==> src/rtl/ysyx_22040125_lsu_mem_if.sv <==
// Request, data-RAM and response signals of the LSU memory endpoint.
// The slave modport is the LSU view; master is the surrounding pipeline/RAM view.
interface ysyx_22040125_lsu_mem_if;
  logic        req_valid;
  logic        req_ready;
  logic        req_we;
  logic [1:0]  req_size;
  logic        req_unsigned;
  logic [31:0] req_addr;
  logic [63:0] req_wdata;

  logic        mem_req;
  logic        mem_we;
  logic [31:0] mem_addr;
  logic [7:0]  mem_wmask;
  logic [63:0] mem_wdata;
  logic        mem_ack;
  logic [63:0] mem_rdata;

  logic        rsp_valid;
  logic        rsp_ready;
  logic [63:0] rsp_data;
  logic        rsp_err;

  modport slave (
    input  req_valid, req_we, req_size, req_unsigned, req_addr, req_wdata,
    output req_ready,
    output mem_req, mem_we, mem_addr, mem_wmask, mem_wdata,
    input  mem_ack, mem_rdata,
    output rsp_valid, rsp_data, rsp_err,
    input  rsp_ready
  );

  modport master (
    output req_valid, req_we, req_size, req_unsigned, req_addr, req_wdata,
    input  req_ready,
    input  mem_req, mem_we, mem_addr, mem_wmask, mem_wdata,
    output mem_ack, mem_rdata,
    input  rsp_valid, rsp_data, rsp_err,
    output rsp_ready
  );
endinterface

==> src/rtl/ysyx_22040125_lsu_mem.sv <==
// LSU memory endpoint: one request -> 64-bit data-RAM transaction -> extended result.
// Optional MISALIGN_TRAP_EN: reject non-size-aligned offsets with rsp_err, skipping the bus.
module ysyx_22040125_lsu_mem #(
  parameter int unsigned TIMEOUT_CYCLES = 255
) (
  input logic                    clk,
  input logic                    rst_n,
  ysyx_22040125_lsu_mem_if.slave bus
);

  typedef enum logic [1:0] {
    IDLE = 2'd0,
    BUS  = 2'd1,
    RESP = 2'd2
  } state_t;

  localparam logic [7:0] CNT_LAST = 8'(TIMEOUT_CYCLES - 1);

  state_t      state_q, state_d;
  logic        req_ready_q, req_ready_d;
  logic        mem_req_q, mem_req_d;
  logic        mem_we_q, mem_we_d;
  logic [31:0] mem_addr_q, mem_addr_d;
  logic [7:0]  mem_wmask_q, mem_wmask_d;
  logic [63:0] mem_wdata_q, mem_wdata_d;
  logic        rsp_valid_q, rsp_valid_d;
  logic [63:0] rsp_data_q, rsp_data_d;
  logic        rsp_err_q, rsp_err_d;
  logic [7:0]  cnt_q, cnt_d;
  logic [1:0]  size_q, size_d;
  logic        uns_q, uns_d;
  logic [2:0]  off_q, off_d;

  logic [2:0]  req_off;
  logic [7:0]  req_mask;
  logic        trap;
  logic [63:0] shifted;
  logic [63:0] load_data;

  // Offset rounded down to the access size; surplus low bits are ignored.
  always_comb begin
    req_off  = 3'b000;
    req_mask = 8'hFF;
    case (bus.req_size)
      2'b00: begin
        req_off  = bus.req_addr[2:0];
        req_mask = 8'h01 << req_off;
      end
      2'b01: begin
        req_off  = {bus.req_addr[2:1], 1'b0};
        req_mask = 8'h03 << req_off;
      end
      2'b10: begin
        req_off  = {bus.req_addr[2], 2'b00};
        req_mask = 8'h0F << req_off;
      end
      default: begin
        req_off  = 3'b000;
        req_mask = 8'hFF;
      end
    endcase
  end

`ifdef MISALIGN_TRAP_EN
  assign trap = (req_off != bus.req_addr[2:0]);
`else
  assign trap = 1'b0;
`endif

  always_comb begin
    shifted   = bus.mem_rdata >> {off_q, 3'b000};
    load_data = shifted;
    case (size_q)
      2'b00:   load_data = uns_q ? {56'd0, shifted[7:0]}
                                 : {{56{shifted[7]}}, shifted[7:0]};
      2'b01:   load_data = uns_q ? {48'd0, shifted[15:0]}
                                 : {{48{shifted[15]}}, shifted[15:0]};
      2'b10:   load_data = uns_q ? {32'd0, shifted[31:0]}
                                 : {{32{shifted[31]}}, shifted[31:0]};
      default: load_data = shifted;
    endcase
  end

  // Every output is the registered copy of its *_d value, so next-state logic
  // also computes next output values.
  always_comb begin
    state_d     = state_q;
    req_ready_d = req_ready_q;
    mem_req_d   = mem_req_q;
    mem_we_d    = mem_we_q;
    mem_addr_d  = mem_addr_q;
    mem_wmask_d = mem_wmask_q;
    mem_wdata_d = mem_wdata_q;
    rsp_valid_d = rsp_valid_q;
    rsp_data_d  = rsp_data_q;
    rsp_err_d   = rsp_err_q;
    cnt_d       = cnt_q;
    size_d      = size_q;
    uns_d       = uns_q;
    off_d       = off_q;

    case (state_q)
      IDLE: begin
        if (bus.req_valid) begin
          req_ready_d = 1'b0;
          mem_we_d    = bus.req_we;
          mem_addr_d  = {bus.req_addr[31:3], 3'b000};
          mem_wmask_d = req_mask;
          mem_wdata_d = bus.req_wdata;
          size_d      = bus.req_size;
          uns_d       = bus.req_unsigned;
          off_d       = req_off;
          cnt_d       = '0;
          if (trap) begin
            state_d     = RESP;
            rsp_valid_d = 1'b1;
            rsp_data_d  = '0;
            rsp_err_d   = 1'b1;
          end else begin
            state_d   = BUS;
            mem_req_d = 1'b1;
          end
        end
      end

      BUS: begin
        cnt_d = cnt_q + 8'd1;
        // Ack is tested first so it wins over a simultaneous timeout.
        if (bus.mem_ack) begin
          state_d     = RESP;
          mem_req_d   = 1'b0;
          rsp_valid_d = 1'b1;
          rsp_data_d  = mem_we_q ? '0 : load_data;
          rsp_err_d   = 1'b0;
        end else if (cnt_q == CNT_LAST) begin
          state_d     = RESP;
          mem_req_d   = 1'b0;
          rsp_valid_d = 1'b1;
          rsp_data_d  = '0;
          rsp_err_d   = 1'b1;
        end
      end

      RESP: begin
        if (bus.rsp_ready) begin
          state_d     = IDLE;
          rsp_valid_d = 1'b0;
          req_ready_d = 1'b1;
        end
      end

      default: begin
        state_d     = IDLE;
        req_ready_d = 1'b1;
        mem_req_d   = 1'b0;
        rsp_valid_d = 1'b0;
      end
    endcase
  end

  always_ff @(posedge clk or negedge rst_n) begin
    if (!rst_n) begin
      state_q     <= IDLE;
      req_ready_q <= 1'b1;
      mem_req_q   <= 1'b0;
      mem_we_q    <= 1'b0;
      mem_addr_q  <= '0;
      mem_wmask_q <= '0;
      mem_wdata_q <= '0;
      rsp_valid_q <= 1'b0;
      rsp_data_q  <= '0;
      rsp_err_q   <= 1'b0;
      cnt_q       <= '0;
      size_q      <= '0;
      uns_q       <= 1'b0;
      off_q       <= '0;
    end else begin
      state_q     <= state_d;
      req_ready_q <= req_ready_d;
      mem_req_q   <= mem_req_d;
      mem_we_q    <= mem_we_d;
      mem_addr_q  <= mem_addr_d;
      mem_wmask_q <= mem_wmask_d;
      mem_wdata_q <= mem_wdata_d;
      rsp_valid_q <= rsp_valid_d;
      rsp_data_q  <= rsp_data_d;
      rsp_err_q   <= rsp_err_d;
      cnt_q       <= cnt_d;
      size_q      <= size_d;
      uns_q       <= uns_d;
      off_q       <= off_d;
    end
  end

  assign bus.req_ready = req_ready_q;
  assign bus.mem_req   = mem_req_q;
  assign bus.mem_we    = mem_we_q;
  assign bus.mem_addr  = mem_addr_q;
  assign bus.mem_wmask = mem_wmask_q;
  assign bus.mem_wdata = mem_wdata_q;
  assign bus.rsp_valid = rsp_valid_q;
  assign bus.rsp_data  = rsp_data_q;
  assign bus.rsp_err   = rsp_err_q;

endmodule

==> src/flat_wrapper.sv <==
// flat-port wrapper written by rule: the top's interface ports become plain ports
module ysyx_22040125_lsu_mem_flat 
#(
  parameter int unsigned TIMEOUT_CYCLES = 255
)
  (clk, rst_n, bus_req_valid, bus_req_we, bus_req_size, bus_req_unsigned, bus_req_addr, bus_req_wdata, bus_req_ready, bus_mem_req, bus_mem_we, bus_mem_addr, bus_mem_wmask, bus_mem_wdata, bus_mem_ack, bus_mem_rdata, bus_rsp_valid, bus_rsp_data, bus_rsp_err, bus_rsp_ready);
  ysyx_22040125_lsu_mem_if bus_i ();
  input logic clk;
  input logic rst_n;
  input wire logic [$bits(bus_i.req_valid)-1:0] bus_req_valid;
  input wire logic [$bits(bus_i.req_we)-1:0] bus_req_we;
  input wire logic [$bits(bus_i.req_size)-1:0] bus_req_size;
  input wire logic [$bits(bus_i.req_unsigned)-1:0] bus_req_unsigned;
  input wire logic [$bits(bus_i.req_addr)-1:0] bus_req_addr;
  input wire logic [$bits(bus_i.req_wdata)-1:0] bus_req_wdata;
  output wire logic [$bits(bus_i.req_ready)-1:0] bus_req_ready;
  output wire logic [$bits(bus_i.mem_req)-1:0] bus_mem_req;
  output wire logic [$bits(bus_i.mem_we)-1:0] bus_mem_we;
  output wire logic [$bits(bus_i.mem_addr)-1:0] bus_mem_addr;
  output wire logic [$bits(bus_i.mem_wmask)-1:0] bus_mem_wmask;
  output wire logic [$bits(bus_i.mem_wdata)-1:0] bus_mem_wdata;
  input wire logic [$bits(bus_i.mem_ack)-1:0] bus_mem_ack;
  input wire logic [$bits(bus_i.mem_rdata)-1:0] bus_mem_rdata;
  output wire logic [$bits(bus_i.rsp_valid)-1:0] bus_rsp_valid;
  output wire logic [$bits(bus_i.rsp_data)-1:0] bus_rsp_data;
  output wire logic [$bits(bus_i.rsp_err)-1:0] bus_rsp_err;
  input wire logic [$bits(bus_i.rsp_ready)-1:0] bus_rsp_ready;
  assign bus_i.req_valid = bus_req_valid;
  assign bus_i.req_we = bus_req_we;
  assign bus_i.req_size = bus_req_size;
  assign bus_i.req_unsigned = bus_req_unsigned;
  assign bus_i.req_addr = bus_req_addr;
  assign bus_i.req_wdata = bus_req_wdata;
  assign bus_req_ready = bus_i.req_ready;
  assign bus_mem_req = bus_i.mem_req;
  assign bus_mem_we = bus_i.mem_we;
  assign bus_mem_addr = bus_i.mem_addr;
  assign bus_mem_wmask = bus_i.mem_wmask;
  assign bus_mem_wdata = bus_i.mem_wdata;
  assign bus_i.mem_ack = bus_mem_ack;
  assign bus_i.mem_rdata = bus_mem_rdata;
  assign bus_rsp_valid = bus_i.rsp_valid;
  assign bus_rsp_data = bus_i.rsp_data;
  assign bus_rsp_err = bus_i.rsp_err;
  assign bus_i.rsp_ready = bus_rsp_ready;
  ysyx_22040125_lsu_mem #(.TIMEOUT_CYCLES(TIMEOUT_CYCLES)) u_core (.clk(clk), .rst_n(rst_n), .bus(bus_i));
endmodule
==> config.mk <==
export PLATFORM = sky130hd
export DESIGN_NAME = ysyx_22040125_lsu_mem_flat
export DESIGN_NICKNAME = d
export VERILOG_FILES = /design/src/rtl/ysyx_22040125_lsu_mem_if.sv /design/src/rtl/ysyx_22040125_lsu_mem.sv /design/src/flat_wrapper.sv
export SDC_FILE = /design/constraint.sdc
export NUM_CORES = 1
export LEC_CHECK = 0
export ABC_AREA = 1
export CAP_MARGIN = 20
export CELL_PAD_IN_SITES_DETAIL_PLACEMENT = 1
export CELL_PAD_IN_SITES_GLOBAL_PLACEMENT = 2
export CORE_MARGIN = 2
export CORE_UTILIZATION = 24
export DETAILED_ROUTE_END_ITERATION = 7
export PLACE_DENSITY_LB_ADDON = 0.1
export REMOVE_ABC_BUFFERS = 1
export SLEW_MARGIN = 20
export SYNTH_ARGS = -nofsm -noshare
export SYNTH_HDL_FRONTEND = slang
export SYNTH_SLANG_ARGS = --single-unit
==> constraint.sdc <==
create_clock -name clk -period 1.9 [get_ports clk]
set_input_delay 0.57 -clock clk [delete_from_list [all_inputs] [get_ports clk]]
set_output_delay 0.57 -clock clk [all_outputs]
set_load 0.02 [all_outputs]
Word level (Yosys, flattened, before mapping) --
Index checks and enable logic that the tools add are counted.
Storage, ports and cells: RAM bits 0, bits in latches 0, bits in read-only memories 0, flip-flop bits (word level) 186, input port bits 169, logic and storage cells 72, memories kept 0, output and inout bits 173
Operators by class: order comparisons 0, $add $sub $neg 1, equal/unequal tests 10, bitwise logic cells 3, muxes and demuxes 28, divide/modulo/power cells 0, multiply operators 0, shift-type cells 4, reductions and logical operators 12
Operators by type and width (number):
- $mux 64 | 6
- $pmux 64 s3 | 1
- $shr 64x6->64 | 1
- $pmux 8 s3 | 1
- $pmux 8 s2 | 1
- $reduce_and 3->1 | 4
- $mux 1 | 9
- $pmux 1 s3 | 3
- $pmux 3 s3 | 1
- $add 8x1->8 const B | 1
- $eq 8x8->1 const B | 1
- $mux 2 | 4
- $mux 8 | 1
- $shl 1x3->8 const A | 1
- $shl 2x3->8 const A | 1
- $shl 4x3->8 const A | 1
- $eq 2x1->1 const B | 3
- $eq 2x2->1 const B | 3
- $logic_not 2->1 | 3
- $pmux 2 s3 | 1
- $reduce_and 2->1 | 3
- $ne 2x2->1 const B | 2
- $reduce_bool 2->1 | 2
- $ne 3x2->1 const B | 1
- $not 1->1 | 3

Logic depth before layout (Yosys ltp) --
depth in word-level cells 5, gate-level depth with buffers 13, mapped depth without buffers 11

Worst setup path after synthesis --
Ideal clock, no wire load.
path kind reg-to-reg, start register u_core.cnt_q[0], end register u_core.rsp_data_q[52] (netlist: u_core.bus.rsp_data[52]), setup slack 339 ps, cell stages (with the launch flop) 12, library setup time 66 ps, clock period less this slack 1561 ps, required time 1834 ps, data arrival time 1496 ps, buffers on the path 2, cell sequence dfrtp_1 -> inv_1 -> ha_1 -> nand2_1 -> nor2_1 -> nand4_1 -> nand2_1 -> nand2_1 -> buf_2 -> clkbuf_1 -> nand2_1 -> nand2_1
Between the ends: cells in the longest elaborated chain, start to end 3
Ends and longest elaborated chain:
- start: declaration | line ysyx_22040125_lsu_mem.sv:29 | logic [7:0] cnt_q, cnt_d;
- start signal: assignment | line ysyx_22040125_lsu_mem.sv:188 | cnt_q <= cnt_d;
- $eq 8x8->1 | line ysyx_22040125_lsu_mem.sv:135 | end else if (cnt_q == CNT_LAST) begin
- $reduce_bool 2->1 (no line)
- $reduce_and 2->1 (no line)
- end signal: assignment | line ysyx_22040125_lsu_mem.sv:186 | rsp_data_q <= rsp_data_d;
- end: declaration | line ysyx_22040125_lsu_mem.sv:27 | logic [63:0] rsp_data_q, rsp_data_d;
No other way between the ends. A chain may end at the register's enable or synchronous reset.

Worst setup path after layout --
start register u_core.rsp_data_q[58] (netlist: u_core.bus.rsp_data[58]), end output port bus_rsp_data[58]
RTL lines:
- end: declaration | line flat_wrapper.sv:25 | output wire logic [$bits(bus_i.rsp_data)-1:0] bus_rsp_data;
No word-level cell between the ends.

==> out/metrics.yaml <==
worst_skew_pair.late_latency_ns: 0.46
dieArea_mm2: 0.0419
cts_root_buf: "clkbuf_16"
numClockSinks: 186
drtIter0Drc: 373
stdcell_count: 2224
slowest_stage: "dfrtp_1"
die_y_um: 205
drc_errors: 0
synth-xor-area-share: 0
worst-path-buf-inv: 1
drive_gt1_frac: 0.0825
slew-limit-headroom: 0.644
fin_ws_ns: 0.0971
grt_max_degree: 76
io_pins: 342
routed_wl_um: 40200
worst_slew_pin_slew_ns: 0.534
via_count: 9905
power.internal_uw: 12300
grt_pass1_vias: 10300
drt_first_pass_iters: 5
rrSetupSlack_ns: 0.14
comb_power_share: 0.557
final_common_cell: "nand2_1"
synth_top_family_by_area: "simple AND/OR/NAND/NOR gates"
synth_edf_count: 0
syn_to_final_growth_pct: 50.7
chipWidth_um: 205
yosys.area_share.simple: 0.333
synthesis.area_mm2: 0.00967
dp_slack_ns: -0.284
synthFlopType: "dfrtp_1"
fin_crit_sh: 0.949
grtUsageTotal: 0.192
drv_slew: 0
dp_cells: 2185
antenna_left: 0
hold_class: "flop to flop"
rsz0062_at_grt: "no"
slowest_delay_ns: 0.42
hold_slack_ns: 0.477
cp.required_ns: 1.33
swShare: 0.475
antenna_found_initial: 3
period_needed_ns: 1.80
path_class: "flop to primary output"
clkTransAtPathRegs_ns: 0.08
synthArstFlopShare: 1.00
critPathTopFamily: "flip-flops"
synth_adder_area_share: 0.00259
fill_cells: 4857
viasPerCell: 4.45
placed_area_mm2: 0.0141
clock_skew_ns: 0.0134
initial_core_util: 0.243
crit_chain: "dlygate4sd2_1"
p_clk_frac: 0.159
overflow: 0
max_freq_ghz: 0.555
mostFrequentLayoutCells: "nand2_1 (688), dfrtp_1 (182), dlygate4sd2_1 (169)"
place_congestion: 0.766
cts_buffer_depth: 2
cts_buffers: 17
routedWlPerCell_um: 18.1
crit_arrival_ns: 1.23
ir_drop_v: 0.000653
fin_nets: 1854
core_mm2: 0.0397
grt_pass1_wl_um: 61500
muxShareOfSynthArea: 0
maxCapViolations: 0
dpl.hpwl_um: 29300
synth_cells: 1328
synth_cell_types: 37
status: "completed"
post-route-cell-area_mm2: 0.0146
p_per_area_mw_per_mm2: 1610
cp_max_fo: 2
setup_viol: 0
ys_seq_area_frac: 0.482
cp-end-kind: "primary output"
start_kind: "flop"
portBuffers: 338
synth_compound_area_frac: 0.115
ys_ff_latch: 186
final-hold-violation-count: 0
avgSynthCellArea_um2: 7.28
pwr-share-seq: 0.285
leakagePower_uw: 0.00771
yosysWarningCount: 0
cts_tree: "done"
htree_levels: 4
rows: 73
switchingPower_uw: 11100
## power groups by stage
stage	Sequential, µW	Combinational (µW)	Clock (µW)
after floorplan	8720	4840	0
after global placement	6760	14200	0
after detailed placement	6770	14300	0
after CTS	6710	13200	3880
after global routing	6920	14500	4020
final	6660	13000	3720
## synthesized netlist by cell type (all sizes together) (6+ instances only)
| master | number | area (µm²) |
|---|---|---|
| buf | 63 | 379 |
| o31ai | 7 | 52.6 |
| nand2 | 694 | 2630 |
| a21oi | 42 | 210 |
| nor2 | 33 | 131 |
| nand3 | 78 | 395 |
| nor3 | 6 | 41.3 |
| o21ai | 82 | 410 |
| dfrtp | 185 | 4630 |
| o211ai | 17 | 133 |
| clkbuf | 25 | 93.8 |
| inv | 48 | 183 |
| o21bai | 32 | 240 |
## per-stage QoR
| stage | util | TNS (ns) | power (µW) |
|---|---|---|---|
| 2_1_floorplan | - | -382.48 | 13600 |
| 3_3_place_gp | 0.356 | -23.25 | 21000 |
| 3_5_place_dp | 0.356 | -24.70 | 21000 |
| 4_1_cts | 0.366 | 0 | 23800 |
| 5_1_grt | 0.367 | 0 | 25400 |
| 6_report | 0.367 | 0 | 23400 |
## final cells by class
type / instances / area (µm²) / area share
antenna: 3 / 7.51 / 0.000515
clock buffer: 18 / 439 / 0.0301
clock inverter: 14 / 151 / 0.0104
inverter: 48 / 186 / 0.0128
multi-input combinational: 1008 / 4370 / 0.300
sequential: 186 / 4660 / 0.320
tap: 525 / 657 / 0.0451
timing repair buffer: 422 / 4100 / 0.281
## path summary, 6_finish.rpt
path                                          start                        to  cells after the start
max in group asynchronous                     rst_n  u_core.bus.mem_wdata[55]                      3
max                         u_core.bus.rsp_data[58]          bus_rsp_data[58]                      1
min reg2reg                u_core.bus.mem_wdata[39]  u_core.bus.mem_wdata[39]                      2
min in group asynchronous                     rst_n  u_core.bus.mem_wdata[35]                      2
min                        u_core.bus.mem_wdata[39]  u_core.bus.mem_wdata[39]                      2
max reg2reg                         u_core.off_q[0]   u_core.bus.rsp_data[35]                     10
## registers in the layout (all words and copies together) (netlist names)
register              count
u_core.bus.mem_addr      29
u_core.bus.mem_req        1
u_core.bus.mem_wdata     64
u_core.bus.mem_we         1
u_core.bus.mem_wmask      8
u_core.bus.req_ready      1
u_core.bus.rsp_data      64
u_core.bus.rsp_err        1
u_core.bus.rsp_valid      1
u_core.cnt_q              8
u_core.off_q              3
u_core.size_q             2
u_core.state_q            2
u_core.uns_q              1
## cell families (layout without fill, tap and decap cells)
group / Yosys count / in the layout
AND/OR/NAND/NOR: 815 / 815
AO/OA/AOI/OAI: 188 / 188
flip-flops: 186 / 186
buffers and inverters: 136 / 502
adder cells (fa/ha/maj): 2 / 2
other: 1 / 6
## metal layers
layer	global-route usage	wire, µm	vias to the layer above
met2	0.311	19100	189
li1	-	-	4916
met4	0.0463	513	2
met3	0.0530	2470	25
met1	0.254	18100	4773
met5	0	9	-
## repair_timing
action	4_1_cts	5_1_grt
gates cloned	0	1
resized for setup	171	4
endpoints found under the setup margin	170	28
hold endpoints to repair	15	0
hold buffers	1	0
setup buffers	0	2
Power figures use the tool's default switching activity.
